## config.mk

```make
export PLATFORM = sky130hd
export DESIGN_NAME = aes_lite_sched
export DESIGN_NICKNAME = d
export VERILOG_FILES = /design/src/rtl/aes_lite_sched.sv
export SDC_FILE = /design/constraint.sdc
export NUM_CORES = 1
export LEC_CHECK = 0
export CAP_MARGIN = 20
export CORE_AREA = 2 2 72 74
export DETAILED_ROUTE_END_ITERATION = 6
export DIE_AREA = 0 0 74 76
export PLACE_DENSITY = 0.79
export SLEW_MARGIN = 10
export SYNTH_ARGS = -nofsm -noshare
export SYNTH_HDL_FRONTEND = slang
export SYNTH_SLANG_ARGS = --single-unit
```

## constraint.sdc

```tcl
create_clock -name clk -period 2.2 [get_ports clk]
set_clock_uncertainty 0.2 [all_clocks]
set_input_delay 0.55 -clock clk [delete_from_list [all_inputs] [get_ports clk]]
set_output_delay 0.55 -clock clk [all_outputs]
set_load 0.02 [all_outputs]
```

## src/rtl/aes_lite_sched.sv

```systemverilog
`default_nettype none
// ============================================================================
// Module   : aes_lite_sched
// Purpose  : Shares one external AES-lite round unit between two requesters.
//            A round-robin arbiter picks a job. The block then runs
//            NUM_ROUNDS rounds through a go/ack handshake, keeps the running
//            8-bit state between rounds and returns the result tagged with
//            the id of the requester that owns it.
// Ports    : clk, rst (async, active high), flush (sync abort)
//            req0_*/req1_*  : valid/ready job inputs (data + key)
//            rnd_*          : round unit handshake (go pulse, state/key/idx
//                             out, ack/result in)
//            out_*          : result valid/ready with data, id and error flag
//            dbg_state/dbg_round : FSM encoding and current round index
// Revision : 1.0 - initial release
// ============================================================================
module aes_lite_sched #(
  parameter int NUM_ROUNDS = 10,  // legal 1..15
  parameter int TIMEOUT    = 15   // legal 1..255
) (
  input  logic       clk,
  input  logic       rst,
  input  logic       flush,
  input  logic       req0_valid,
  input  logic [7:0] req0_data,
  input  logic [7:0] req0_key,
  output logic       req0_ready,
  input  logic       req1_valid,
  input  logic [7:0] req1_data,
  input  logic [7:0] req1_key,
  output logic       req1_ready,
  output logic       rnd_go,
  output logic [7:0] rnd_state,
  output logic [7:0] rnd_key,
  output logic [3:0] rnd_idx,
  input  logic       rnd_ack,
  input  logic [7:0] rnd_result,
  output logic       out_valid,
  output logic [7:0] out_data,
  output logic       out_id,
  output logic       out_err,
  input  logic       out_ready,
  output logic [3:0] dbg_state,
  output logic [3:0] dbg_round
);

  typedef enum logic [1:0] {
    S_IDLE  = 2'd0,
    S_ISSUE = 2'd1,
    S_WAIT  = 2'd2,
    S_OUT   = 2'd3
  } state_e;

  localparam logic [3:0] LAST_ROUND = 4'(NUM_ROUNDS - 1);
  localparam logic [7:0] TIMER_LAST = 8'(TIMEOUT - 1);

  state_e     state_q, state_d;
  logic [7:0] st_q, st_d;
  logic [7:0] key_q, key_d;
  logic       id_q, id_d;
  logic       last_grant_q, last_grant_d;
  logic [3:0] round_q, round_d;
  logic [7:0] timer_q, timer_d;
  logic       err_q, err_d;

  logic       any_valid;
  logic       grant_id;
  logic       accept;

  // Single requester wins outright; on a tie the one not served last wins.
  assign any_valid = req0_valid | req1_valid;
  assign grant_id  = (req0_valid & req1_valid) ? ~last_grant_q : req1_valid;
  assign accept    = (state_q == S_IDLE) & any_valid & ~flush;

  assign req0_ready = accept & ~grant_id;
  assign req1_ready = accept &  grant_id;

  always_comb begin
    state_d      = state_q;
    st_d         = st_q;
    key_d        = key_q;
    id_d         = id_q;
    last_grant_d = last_grant_q;
    round_d      = round_q;
    timer_d      = timer_q;
    err_d        = err_q;

    case (state_q)
      S_IDLE: begin
        if (accept) begin
          st_d         = grant_id ? req1_data : req0_data;
          key_d        = grant_id ? req1_key  : req0_key;
          id_d         = grant_id;
          last_grant_d = grant_id;
          round_d      = 4'd0;
          err_d        = 1'b0;
          state_d      = S_ISSUE;
        end
      end
      S_ISSUE: begin
        timer_d = 8'd0;
        state_d = S_WAIT;
      end
      S_WAIT: begin
        // An ack arriving on the expiry cycle takes precedence over timeout.
        if (rnd_ack) begin
          st_d = rnd_result;
          if (round_q == LAST_ROUND) begin
            state_d = S_OUT;
          end else begin
            round_d = round_q + 4'd1;
            state_d = S_ISSUE;
          end
        end else if (timer_q == TIMER_LAST) begin
          st_d    = 8'd0;
          err_d   = 1'b1;
          state_d = S_OUT;
        end else begin
          timer_d = timer_q + 8'd1;
        end
      end
      S_OUT: begin
        if (out_ready) begin
          state_d = S_IDLE;
        end
      end
      default: state_d = S_IDLE;
    endcase

    // Flush overrides everything; arbitration history survives it.
    if (flush) begin
      state_d = S_IDLE;
      err_d   = 1'b0;
      round_d = 4'd0;
      timer_d = 8'd0;
    end
  end

  always_ff @(posedge clk or posedge rst) begin
    if (rst) begin
      state_q      <= S_IDLE;
      st_q         <= 8'd0;
      key_q        <= 8'd0;
      id_q         <= 1'b0;
      last_grant_q <= 1'b1;
      round_q      <= 4'd0;
      timer_q      <= 8'd0;
      err_q        <= 1'b0;
    end else begin
      state_q      <= state_d;
      st_q         <= st_d;
      key_q        <= key_d;
      id_q         <= id_d;
      last_grant_q <= last_grant_d;
      round_q      <= round_d;
      timer_q      <= timer_d;
      err_q        <= err_d;
    end
  end

  assign rnd_go    = (state_q == S_ISSUE);
  assign rnd_state = st_q;
  assign rnd_key   = key_q;
  assign rnd_idx   = round_q;

  // Result fields are only presented while a result is actually offered.
  assign out_valid = (state_q == S_OUT);
  assign out_data  = out_valid ? st_q : 8'd0;
  assign out_id    = out_valid & id_q;
  assign out_err   = out_valid & err_q;

  assign dbg_state = {2'b00, state_q};
  assign dbg_round = round_q;

endmodule
`default_nettype wire

```

# Word-level counts from Yosys, hierarchy flattened
# Index checks and enable logic that the tools add are counted.
totals:
  ff_bits: 33
  in_bits: 47
classes:
  n_reduce_logical: 10
  n_mux: 29
  n_bitwise: 11
  add_sub_neg: 2
  n_eq_ne: 15
ops:
  columns: ["operator", "count"]
  rows:
  - ["8-bit 2-to-1 mux", 9]
  - ["8-bit one-hot mux with 2 select lines", 2]
  - ["3-bit inequality test (second input constant)", 7]
  - ["4-bit 2-to-1 mux", 4]
  - ["2-bit 2-to-1 mux", 6]
  - ["3-bit AND reduction", 3]
  - ["8-bit by 1-bit adder with 8-bit output (second input constant)", 1]
  - ["8-bit by 4-bit == test with 1-bit output (second input constant)", 1]
  - ["2-bit one-hot mux with 4 select lines", 1]
  - ["4-bit one-hot mux with 2 select lines", 1]
  - ["4-bit AND reduction", 2]
  - ["1-bit AND", 7]
  - ["3-bit nonzero test", 2]
  - ["1-bit 2-to-1 mux", 5]
  - ["4-bit by 1-bit adder with 4-bit output (second input constant)", 1]
  - ["2-bit == test (second input constant)", 2]
  - ["4-bit == test (second input constant)", 1]
  - ["4-bit inequality test (second input constant)", 1]
  - ["3-bit by 2-bit inequality test with 1-bit output (second input constant)", 1]
  - ["1-bit inverter", 3]
  - ["2-bit by 1-bit == test with 1-bit output (second input constant)", 1]
  - ["2-bit zero test", 1]
  - ["2-bit inequality test (second input constant)", 1]
  - ["1-bit one-hot mux with 2 select lines", 1]
  - ["other kinds (3)", 3]

# Logic depth before layout (Yosys ltp)
depth:
  word_depth: 6
  mapped_depth: 6
  depth_no_buf: 6

# Worst setup path after synthesis
# Ideal clock, no wire load.
synth_timing:
  path_type: "reg2out"
  from: "register state_q[1]"
  to: "output port req0_ready"
  arrival_ns: 1.475
  n_path_buf: 2
  setup_slack_ns: -0.025
  path_stages_with_launch: 6
  cell_sequence: "dfrtp_1 -> buf_2 -> nor2_1 -> nand3b_1 -> clkbuf_1 -> nor2_1"
synth_via:
  elab_chain_len: 4
synth_rtl:
  columns: ["item", "line_no", "text"]
  rows:
  - ["from (decl)", "57", "state_e state_q, state_d;"]
  - ["from (signal assigned)", "150", "state_q <= state_d;"]
  - ["2-bit zero test", "73", "assign accept = (state_q == S_IDLE) & any_valid & ~flush;"]
  - ["1-bit AND (2 in series)", "73", null]
  - ["1-bit AND", "75", "assign req0_ready = accept & ~grant_id;"]
  - ["to (decl)", "27", "output logic req0_ready,"]
# No other way between the ends.

# Worst setup path after layout
layout_timing:
  from: "register state_q[1]"
  to: "output port out_data[2]"
layout_via:
  elab_chain_len: 2
layout_rtl:
  columns: ["item", "line_no", "text"]
  rows:
  - ["2-bit == test", "167", "assign out_valid = (state_q == S_OUT);"]
  - ["8-bit 2-to-1 mux", "168", "assign out_data = out_valid ? st_q : 8'd0;"]
  - ["to (decl)", "39", "output logic [7:0] out_data,"]
# No other way between the ends.

==> results.cfg <==
[outcome]
outcome = complete, no violations

[route]
firstDrtPassIters = 4
drc_errors = 0
routedWlPerCell_um = 15.4
first_iter_violations = 159
ant_nets = 0
vias = 2072
finalWirelength_mm = 5.93
via_per_inst = 5.38

[power]
total_power_w = 0.00200
internal_power_w = 0.00136
p_leak_nw = 1.44
p_clk_frac = 0.229
ir_drop_uv = 364
netSwitchingPower_w = 0.000638
comb_power_share = 0.378
p_per_area_nw_per_um2 = 625
pwr-share-seq = 0.394
p_sw_frac = 0.320

[hold_path]
holdPathStages = 1
hold_class = register to register
hp-start = timer_q[7]$_DFFE_PP0P_
worstHoldEndpoint = timer_q[7]$_DFFE_PP0P_

[global_route]
grt_max_degree = 34
grt_pass1_vias = 2073
grt_pass1_wl_mm = 9.80
grt_use_total = 0.220
overflow = 0
antenna_found_initial = 0

[setup_path]
critPathMaxFanout = 17
crit_path_max_incr_delay_ns = 0.46
crit_family = buffers and inverters
rr_endpoint = timer_q[3]$_DFFE_PP0P_
start_kind = register
critPathBufInv = 2
critical_path_class = register to primary output
cp.arrival_ns = 1.41
crit_slowest_cell = dfrtp_2
end_kind = primary output
path_cells = buf_6 > and3_1 > dlygate4sd2_1
worstReg2RegStart = state_q[0]$_DFFE_PP0P_
r2r_setup_slack_ns = 0.07
required_ns = 1.45
ff2ff_path_depth = 7

[cts]
cts_tree = yes
cts_sinks = 33
cts.path.max_buffers = 2
cts_root_buffer = clkbuf_8
htreeDepth = 2
cts.clk_slew.worst_paths_ns = 0.07
cts_buffers = 5
insertion_delay_ns = 0.28

[synth]
async_flop_share = 1.00
synth_warnings = 0
synth_largest_area_cell = dfrtp_1
synth_top_cell_area_share = 0.407
ys_ff_latch = 33
synth-main-ff-cell = dfrtp_1
netlist_instances = 208
synth-edff-count = 0
syn-cell-area_um2 = 1970
synthDistinctLibCells = 45
avgSynthCellArea_um2 = 9.46
ys_seq_area_frac = 0.420
synthTopCellsByArea = dfrtp_1 41%, and3_1 6.0%, a221o_1 4.1%

[floorplan]
coreArea_um2 = 4910
die_h_um = 76
dieArea_um2 = 5620
ios = 89
initial_core_util = 0.400
die_w_um = 74
row_count = 26

[sta]
max_freq_ghz = 0.462
timing.final.ws_setup_ns = 0.0365
finalCriticalPeriod_ns = 2.16
final-setup-viol-count = 0
finalCritPeriodShare = 0.983
holdWs_ns = 0.301
hold_viol_final = 0
drv_slew = 0

[cells_and_area]
area_delta_synth_final_pct = 62.3
multi_input_comb_area_um2 = 1040
fin_nets = 366
antenna_cells = 0
drive_above_1_share = 0.175
fill_cells = 397
fin_cells = 385
seqCellArea_um2 = 830

[placed_design]
gp_congestion = 0.840
post-place-cells = 374
dp_worst_setup_slack_ns = -0.617
port_buffers = 86
place_hpwl_mm = 4.42

[job]
cap_violations = 0
==> cells in the mapped netlist (all sizes together), types with 2 or more instances <==
library cell,number
a211oi,8
a21o,2
a21oi,12
a221o,8
a31oi,6
a41oi,2
and2,9
and3,19
buf,11
clkbuf,9
dfrtp,32
ha,4
inv,4
mux2i,2
nand2,13
nand2b,2
nand3,3
nand3b,3
nand4,4
nor2,15
nor4,4
o21ai,7
o2bb2ai,8
o31ai,2
o32ai,2
==> power groups by stage <==
stage	Clock (W)	Sequential, W	Combinational (W)
after floorplan	0	0.000882	0.000241
after global placement	0	0.000790	0.000735
after detailed placement	0	0.000789	0.000751
after CTS	0.000462	0.000786	0.000751
after global routing	0.000488	0.000798	0.000804
final	0.000456	0.000786	0.000754
==> kinds of logic (layout without fill, tap and decap cells) <==
group | after synthesis | in the layout | share of synthesized area
flip-flops | 33 | 33 | 0.420
adder cells (fa/ha/maj) | 4 | 4 | 0.0254
AND/OR/NAND/NOR | 80 | 80 | 0.228
AO/OA/AOI/OAI | 63 | 63 | 0.242
multiplexers | 3 | 3 | 0.0178
other | 1 | 2 | 0.00191
buffers and inverters | 24 | 130 | 0.0642
==> metrics by stage <==
stage | area (um2) | TNS, ns | utilization
global route | 3190 | -0.0178 | 0.650
global placement | 3070 | -5.60 | 0.624
CTS | 3160 | 0 | 0.644
detailed placement | 3070 | -6.45 | 0.624
finish | 3190 | 0 | 0.650
floorplan | 1970 | 0 | -
==> worst max-delay path by stage <==
stage | endpoint | depth (start not counted) | startpoint | slack, ns
final | out_data[2] | 3 | state_q[1]$_DFFE_PP0P_ | 0.04
after global routing | out_data[2] | 3 | state_q[1]$_DFFE_PP0P_ | -0.007
after CTS | req0_ready | 5 | req1_valid | 0.01
after detailed placement | req1_ready | 4 | req1_valid | -0.62
after global placement | req0_ready | 5 | req1_valid | -0.58
after floorplan | req1_ready | 3 | state_q[1]$_DFFE_PP0P_ | 0.01
==> flip-flops by register name, indices dropped and copies added (netlist names) <==
| name | count |
|---|---|
| timer_q | 8 |
| err_q | 1 |
| dbg_round | 4 |
| last_grant_q | 1 |
| id_q | 1 |
| rnd_state | 8 |
| rnd_key | 8 |
| state_q | 2 |
==> layout by cell type (no fill, tap or decap), types with 9 or more instances in the layout <==
| master | count |
|---|---|
| dfrtp_1 | 30 |
| dlygate4sd2_1 | 10 |
| clkdlybuf4s50_1 | 66 |
| nand2_1 | 13 |
| buf_4 | 29 |
| a21oi_1 | 12 |
| nor2_1 | 14 |
| and2_1 | 9 |
| and3_1 | 19 |
==> worst register-to-register path, stage by stage (launching register included) <==
cell	delay [ns]
dfrtp_2	0.43
buf_6	0.15
buf_6	0.14
or3b_4	0.41
a311oi_4	0.32
buf_4	0.18
a21oi_1	0.07
a31oi_1	0.15
==> layout make-up <==
| type | instances | share of cell area |
|---|---|---|
| Multi-Input combinational cell | 152 | 0.327 |
| Tap cell | 70 | 0.0274 |
| Clock buffer | 7 | 0.0270 |
| Timing Repair Buffer | 119 | 0.354 |
| Inverter | 4 | 0.00470 |
| Sequential cell | 33 | 0.260 |
==> repair_timing <==
action,CTS,global route
endpoints found under the setup margin,22,18
pin swaps,1,1
cloned,0,0
hold buffers,0,0
buffers inserted,3,2
resized for setup,37,10
==> routing by layer <==
metal,global-route usage,vias to the layer above,wire (um)
li1,-,986,-
met1,0.290,998,2530
met2,0.352,82,2920
met3,0.0622,6,433
met4,0.0564,0,43
met5,0,-,0
(Power assumes the default switching activity.)
